File: src/rtl/stream_mux_rr.sv
// N-channel, W-bit valid/ready stream multiplexer with a registered output stage.
// Channel choice is either a static index (sel) or fair round-robin among requesters.
module stream_mux_rr #(
  parameter int unsigned W    = 4,
  parameter int unsigned N    = 4,
  parameter int unsigned SELW = 2
) (
  input  logic              clk,
  input  logic              rst_n,
  input  logic [N*W-1:0]    in_data,
  input  logic [N-1:0]      in_valid,
  output logic [N-1:0]      in_ready,
  input  logic              mode,
  input  logic [SELW-1:0]   sel,
  output logic [W-1:0]      out_data,
  output logic              out_valid,
  input  logic              out_ready,
  output logic [SELW-1:0]   out_ch
);

  logic [W-1:0]    out_data_q, out_data_d;
  logic            out_valid_q, out_valid_d;
  logic [SELW-1:0] out_ch_q, out_ch_d;
  logic [SELW-1:0] ptr_q, ptr_d;

  logic            load_en;
  logic            gnt_vld;
  logic [SELW-1:0] gnt_idx;
  logic [N-1:0]    gnt;
  logic [W-1:0]    gnt_data;
  logic [SELW-1:0] rr_idx;

  assign load_en = ~out_valid_q | out_ready;

  // Grant selection. The round-robin loop walks offsets from farthest to nearest so the
  // nearest valid channel after ptr is the last (winning) assignment.
  always_comb begin
    gnt_vld = 1'b0;
    gnt_idx = '0;
    rr_idx  = '0;
    if (!mode) begin
      for (int unsigned i = 0; i < N; i++) begin
        if (sel == SELW'(i) && in_valid[i]) begin
          gnt_vld = 1'b1;
          gnt_idx = SELW'(i);
        end
      end
    end else begin
      for (int unsigned k = N; k >= 1; k--) begin
        rr_idx = SELW'((32'(ptr_q) + k) % N);
        if (in_valid[rr_idx]) begin
          gnt_vld = 1'b1;
          gnt_idx = rr_idx;
        end
      end
    end
  end

  always_comb begin
    gnt      = '0;
    gnt_data = '0;
    for (int unsigned i = 0; i < N; i++) begin
      if (gnt_vld && gnt_idx == SELW'(i)) begin
        gnt[i]   = 1'b1;
        gnt_data = in_data[i*W +: W];
      end
    end
  end

  // Ready is forced low during reset so no producer believes a beat was taken.
  assign in_ready = rst_n ? (gnt & {N{load_en}}) : '0;

  always_comb begin
    out_data_d  = out_data_q;
    out_valid_d = out_valid_q;
    out_ch_d    = out_ch_q;
    ptr_d       = ptr_q;
    if (load_en) begin
      if (gnt_vld) begin
        out_data_d  = gnt_data;
        out_ch_d    = gnt_idx;
        out_valid_d = 1'b1;
        if (mode) ptr_d = gnt_idx;
      end else begin
        out_valid_d = 1'b0;
      end
    end
  end

  always_ff @(posedge clk or negedge rst_n) begin
    if (!rst_n) begin
      out_data_q  <= '0;
      out_valid_q <= 1'b0;
      out_ch_q    <= '0;
      ptr_q       <= SELW'(N - 1);
    end else begin
      out_data_q  <= out_data_d;
      out_valid_q <= out_valid_d;
      out_ch_q    <= out_ch_d;
      ptr_q       <= ptr_d;
    end
  end

  assign out_data  = out_data_q;
  assign out_valid = out_valid_q;
  assign out_ch    = out_ch_q;

endmodule

File: config.mk
export PLATFORM = sky130hd
export DESIGN_NAME = stream_mux_rr
export DESIGN_NICKNAME = d
export VERILOG_FILES = /design/src/rtl/stream_mux_rr.sv
export SDC_FILE = /design/constraint.sdc
export NUM_CORES = 1
export LEC_CHECK = 0
export ABC_CLOCK_PERIOD_IN_PS = 4100
export CAP_MARGIN = 20
export CORE_AREA = 2 2 45 47
export DETAILED_ROUTE_END_ITERATION = 7
export DIE_AREA = 0 0 47 49
export PLACE_DENSITY = 0.85
export SYNTH_ARGS = -nofsm -noshare
export SYNTH_HDL_FRONTEND = slang
export SYNTH_SLANG_ARGS = --single-unit
File: constraint.sdc
create_clock -name clk -period 4.1 [get_ports clk]
set_clock_uncertainty 0.1 [all_clocks]
set_input_delay 0.82 -clock clk [delete_from_list [all_inputs] [get_ports clk]]
set_output_delay 0.82 -clock clk [all_outputs]
set_load 0.01 [all_outputs]
==> summary.md, run 1 <==
| Metric | Value |
|---|---|
| Synth warn | 0 |
| TritonCTS Buffers | 3 |
| Share of the synthesized area in the top cell type | 0.245 |
| Post-synth cell types | 33 |
| Rel. slew slack | 0.672 |
| Nets | 146 |
| Clock-pin slew on the worst setup and hold paths | 0.06 ns |
| Starting Density | 0.389 |
| Initial DRT Pass Iterations | 4 |
| Placer Congestion | 0.816 |
| Via count | 785 |
| Cts hold-fix bufs | 0 |
| Asr flop ratio synth | 1.00 |
| Fillers | 183 |
| WHS | 0.386 ns |
| Die height | 49 um |
| CTS Root Cell | clkbuf_4 |
| Worst-path maximum fanout | 13 |
| Met2 usage | 0.317 |
| FMAX | 255 MHz |
| Clk buf depth | 2 |
| Initial antenna violation count | 0 |
| Die footprint | 2300 um2 |
| N_diodes | 0 |
| Path type of the worst min-delay path | flop to flop |
| Total Power | 0.000378 W |
| FF-to-FF path depth | 6 |
| Post-synthesis sequential area ratio | 0.318 |
| Wire length per cell | 13.9 um |
| Synth-to-layout area growth | 57.3% |
| Number of global-route vias before repair | 786 |
| HPWL Detailed | 1630 um |
| DR vias/cell | 5.38 |
| Grt met3 use | 0.0370 |
| Final core occ | 0.611 |
| Largest cells by area after synthesis | dfrtp_1 (24%), mux2i_1 (8.4%), dfstp_2 (7.3%), nor2_1 (6.3%), a221oi_1 (4.9%) |
| Yosys reg bits | 9 |
| CP Launch Point | sel[1] |
| Power density cells | 335 nW/um2 |
| Slew at the pin with the worst max-slew slack | 0.484 ns |
| Core outline area | 1840 um2 |
| CTS tree | done |
| Reg-to-Reg Start | ptr_q[0] |
| Mean area per synthesized cell | 9.06 um2 |
| Cell Area, Synth | 716 um2 |
| Top_reg_cell synth | dfrtp_1 |
| Largest net degree at the start of global routing | 14 |
| Final Critical Period | 3.92 ns |
| CP required | 3.18 ns |
| Die outline width | 47 um |
| Critical path class | primary input to primary output |
| Final setup fails | 0 |
| GR peak layer | met2 |
| # rows | 16 |
| CP Launch Type | primary input |
| Worst VDD drop | 258 uV |
| Worst r2r dst | out_data[0] |
| Clk sinks | 9 |
| Post-Syn Nets | 105 |
| Reg2Reg Setup Slack | 2.17 ns |
| Final ANT Viol Nets | 0 |
| Final Max Tran Viols | 0 |
| Worst-Skew Late Latency | 0.25 ns |
| Met1 Usage GRT | 0.248 |
| DRC | 0 |
| Final worst path period share | 0.955 |
| Post-synth EDFFs | 0 |
| Final hold vios | 0 |
| Status | completed |
| WP data arrival | 3.00 ns |
| DR iter-0 viols | 12 |
| Leak Pwr | 0.473 nW |
| Routed WL | 2030 um |
| Cells after Synth | 79 |
| IO Count | 37 |
| I/O Buffers | 36 |
| Max cap viols | 0 |
| Setup repair after global routing missed its margin | false |
| H-tree levels | 1 |
| TNS Setup | 0 ns |
| CP Capture Point | in_ready[2] |
| Global-route wire length before repair | 3330 um |
| Share of layout cells above drive strength 1 | 0.151 |
| Min-delay src | out_ch[1] |
| CP Capture Type | primary output |
| GRT overflow | 0 |
| Total Routing Usage GR | 0.194 |
| Yosys top cell by area | dfrtp_1 |
[layout make-up]
type,count,area [um2],share of cell area
multi-input cells,67,460,0.409
inverters,2,7.51,0.00667
flip-flops and latches,9,228,0.202
well taps,27,33.8,0.0300
clock buffers,4,26.3,0.0233
repair buffers,37,370,0.329
[kinds of logic (layout without fill, tap and decap cells)]
logic type	Yosys count	after routing	share of synthesized area
compound gates	25	25	0.288
buf+inv	3	43	0.0385
flops	9	9	0.318
mux	8	8	0.115
simple gates	34	34	0.240
[power by group]
group / switching [W] / total (W) / internal, W
clock network: 0.0000293 / 0.0000667 / 0.0000374
logic: 0.0000826 / 0.000179 / 0.0000962
registers: 0.0000168 / 0.000132 / 0.000115
total: 0.000129 / 0.000378 / 0.000249
[through the flow]
step	setup slack [ns]	cell area, um2	cells
final	0.183	1130	146
after floorplan	1.29	716	79
after detailed placement	0.206	1100	142
after CTS	0.187	1120	146
after global placement	0.243	1100	142
after global routing	0.000237	1130	146
[state kept, by name, indices dropped and copies added, names as in the netlist]
register,flops
out_data,4
ptr_q,2
out_valid,1
out_ch,2
[worst min path at each step]
stage | depth (start not counted) | slack (ns) | to
finish | 1 | 0.39 | out_ch[1]
global route | 1 | 0.43 | out_ch[1]
CTS | 1 | 0.39 | out_ch[1]
detailed placement | 1 | 0.36 | out_ch[1]
global placement | 1 | 0.37 | out_ch[1]
floorplan | 2 | 0.39 | ptr_q[0]
[worst max-delay path, cell delays in order]
cell and delay [ns]:
clkdlybuf4s50_1 0.55, mux2_2 0.35, a21o_1 0.25, nand2_4 0.17, nand4_1 0.14, a21oi_1 0.16, clkdlybuf4s50_1 0.56
[synth_stat cells (3+ instances only)]
cell / count
mux2i_1: 6
nand2_1: 9
a221oi_1: 4
dfrtp_1: 7
nor2_1: 12
nand2b_1: 3
o21ai_0: 3
a211oi_1: 4
[metal layers]
| metal | part of all wire | up-vias |
|---|---|---|
| met4 | 0.015 | 0 |
| met5 | 0 | - |
| met2 | 0.47 | 38 |
| met1 | 0.43 | 360 |
| met3 | 0.077 | 4 |
| li1 | - | 383 |
[what timing repair did]
item                                    in CTS  in global routing
endpoints found under the setup margin       0                  1
gates resized for setup                      0                  1
buffers inserted                             0                  0
[layout by cell type (no fill, tap or decap), types with 3 or more instances in the layout]
| cell type | instances |
|---|---|
| dfrtp_1 | 7 |
| o21ai_0 | 3 |
| clkbuf_4 | 3 |
| a221oi_1 | 4 |
| nand2_1 | 9 |
| a211oi_1 | 4 |
| nand2b_1 | 3 |
| nor2_1 | 12 |
| mux2i_1 | 6 |
| clkdlybuf4s50_1 | 35 |
No activity file was read; power rests on OpenSTA's default activity.
==> run 2: changes to the inputs <==
- SETUP_SLACK_MARGIN: default -> 0.2
==> run 2 against run 1 <==
Against the previous run:
- clock-buffer cell count unchanged
- wire length increased by 4.2%
- worst setup slack improved by 0.16 ns
- register-to-register slack got worse by 0.04 ns
- global-route usage unchanged
- critical path depth decreased by 1
- clock power about the same
- fmax increased by 4.3%
- die area unchanged
- highest routed layer unchanged
==> summary.md, run 2 (same netlist as run 1, synthesis figures left out) <==
| Metric | Value |
|---|---|
| HPWL Detailed | 1630 um (unchanged) |
| Worst-Skew Late Latency | 0.25 ns (about the same) |
| H-tree levels | 1 (unchanged) |
| Core outline area | 1840 um2 (unchanged) |
| Top cell by count, worst path | clkdlybuf4s50_1 (unchanged) |
| CTS tree | done (unchanged) |
| Power density cells | 330 nW/um2 (was 335 nW/um2) |
| Final hold vios | 0 (unchanged) |
| FMAX | 266 MHz (was 255 MHz) |
| DR vias/cell | 5.45 (was 5.38) |
| Final setup fails | 0 (unchanged) |
| Initial antenna violation count | 0 (unchanged) |
| Die height | 49 um (unchanged) |
| Worst setup margin | 0.345 ns (was 0.183 ns) |
| Commonest non-fill, non-tap cells in the layout | clkdlybuf4s50_1 (31), nor2_1 (12), nand2_1 (9), dfrtp_1 (7), mux2i_1 (6) (was clkdlybuf4s50_1 (35), nor2_1 (12), nand2_1 (9), dfrtp_1 (7), mux2i_1 (6)) |
| Nets | 148 (was 146) |
| Placer Congestion | 0.816 (unchanged) |
| Synth-to-layout area growth | 64.7% (was 57.3%) |
| Reg2Reg Setup Slack | 2.13 ns (was 2.17 ns) |
| N_diodes | 0 (unchanged) |
| Global-route wire length before repair | 3330 um (unchanged) |
| TritonCTS Buffers | 3 (unchanged) |
| Via count | 807 (was 785) |
| # rows | 16 (unchanged) |
| WHS | 0.385 ns (was 0.386 ns) |
| Rel. slew slack | 0.691 (was 0.672) |
| WP data arrival | 2.83 ns (was 3.00 ns) |
| Setup repair after global routing missed its margin | false (unchanged) |
| Die outline width | 47 um (unchanged) |
| Path type of the worst min-delay path | flop to flop (unchanged) |
| Share of layout cells above drive strength 1 | 0.190 (was 0.151) |
| Worst-path maximum fanout | 7 (was 13) |
| I/O Buffers | 36 (unchanged) |
| Clk sinks | 9 (unchanged) |
| Leak Pwr | 0.524 nW (was 0.473 nW) |
| Number of global-route vias before repair | 798 (was 786) |
| CP Capture Type | primary output (unchanged) |
| Routed WL | 2110 um (was 2030 um) |
| Largest net degree at the start of global routing | 12 (was 14) |
| IO Count | 37 (unchanged) |
| Final Critical Period | 3.75 ns (was 3.92 ns) |
| Initial DRT Pass Iterations | 4 (unchanged) |
| Final core occ | 0.640 (was 0.611) |
| FF-to-FF path depth | 7 (was 6) |
| Commonest non-fill, non-tap cell in the layout | clkdlybuf4s50_1 (unchanged) |
| TNS Setup | 0 ns (unchanged) |
| Final worst path period share | 0.916 (was 0.955) |
| Total Routing Usage GR | 0.194 (unchanged) |
| Max cap viols | 0 (unchanged) |
| Critical path class | primary input to primary output (unchanged) |
| Final ANT Viol Nets | 0 (unchanged) |
| CP Launch Type | primary input (unchanged) |
| DR iter-0 viols | 17 (was 12) |
| Cell Chain, Critical Path | clkdlybuf4s50_1 > mux2_2 > nand3b_2 > nand2_2 > nor3_1 > clkdlybuf4s50_1 (was clkdlybuf4s50_1 > mux2_2 > a21o_1 > nand2_4 > nand4_1 > a21oi_1 > clkdlybuf4s50_1) |
| Max incr delay on CP | 0.57 ns (was 0.56 ns) |
| DRC | 0 (unchanged) |
| Post-Place Setup Slack | 0.206 ns (unchanged) |
| Clock-pin slew on the worst setup and hold paths | 0.06 ns (about the same) |
| Critical-path top delay cell | clkdlybuf4s50_1 (unchanged) |
| Status | completed (unchanged) |
| Die footprint | 2300 um2 (unchanged) |
| CTS Root Cell | clkbuf_4 (unchanged) |
| GRT overflow | 0 (unchanged) |
| CP required | 3.18 ns (about the same) |
| Slew at the pin with the worst max-slew slack | 0.459 ns (was 0.484 ns) |
| Wire length per cell | 14.3 um (was 13.9 um) |
| Starting Density | 0.389 (unchanged) |
| Final Max Tran Viols | 0 (unchanged) |
| Fillers | 175 (was 183) |
| Worst Hold Depth | 1 (unchanged) |
| Largest register FFs | 4 (unchanged) |
| Worst VDD drop | 259 uV (was 258 uV) |
| Clk buf depth | 2 (unchanged) |
## run 2: layout make-up
cell class / count / area [um2] / area share
Sequential cell: 9 / 228 / 0.193
Clock buffer: 4 / 26.3 / 0.0223
Inverter: 2 / 7.51 / 0.00637
Multi-Input combinational cell: 67 / 488 / 0.414
Tap cell: 27 / 33.8 / 0.0287
Timing Repair Buffer: 39 / 395 / 0.335
## run 2: stage by stage
| stage | std cells | total power, W | instance area (um2) |
|---|---|---|---|
| CTS | 148 | 0.000386 | 1140 |
| global placement | 142 | 0.000307 | 1100 |
| floorplan | 79 | 0.000225 | 716 |
| detailed placement | 142 | 0.000311 | 1100 |
| global route | 148 | 0.000414 | 1180 |
| finish | 148 | 0.000388 | 1180 |
## run 2: worst paths after layout
path,startpoint,end
max,sel[0],in_ready[1]
min,out_ch[1],out_ch[1]
max reg2reg,ptr_q[0],out_data[0]
min reg2reg,out_ch[1],out_ch[1]
max in group asynchronous,rst_n,ptr_q[0]
min in group asynchronous,rst_n,out_data[3]
## run 2: power breakdown
part | leakage [nW] | total (W) | switching, W | internal (W)
Clock | 0.0150 | 0.0000667 | 0.0000293 | 0.0000374
Combinational | 0.408 | 0.000188 | 0.0000868 | 0.000102
Sequential | 0.101 | 0.000133 | 0.0000179 | 0.000115
Total | 0.524 | 0.000388 | 0.000134 | 0.000254
## run 2: repair_timing
item                       in CTS  in global routing
resized for setup               0                  9
setup endpoints to repair       1                  4
hold buffers                    0                  0
pin swaps                       1                  0
setup buffers                   2                  0
## run 2: worst max-delay path: cells and delay by family
family        cells  cell delay [ns]
buf+inv           2             1.10
simple gates      3             0.55
mux               1             0.36
## run 2: routing by layer
layer | GRT usage | up-vias | wire, um
li1 | - | 388 | -
met4 | 0.0556 | 0 | 22
met5 | 0 | - | 0
met1 | 0.245 | 380 | 913
met2 | 0.326 | 35 | 1040
met3 | 0.0333 | 4 | 137
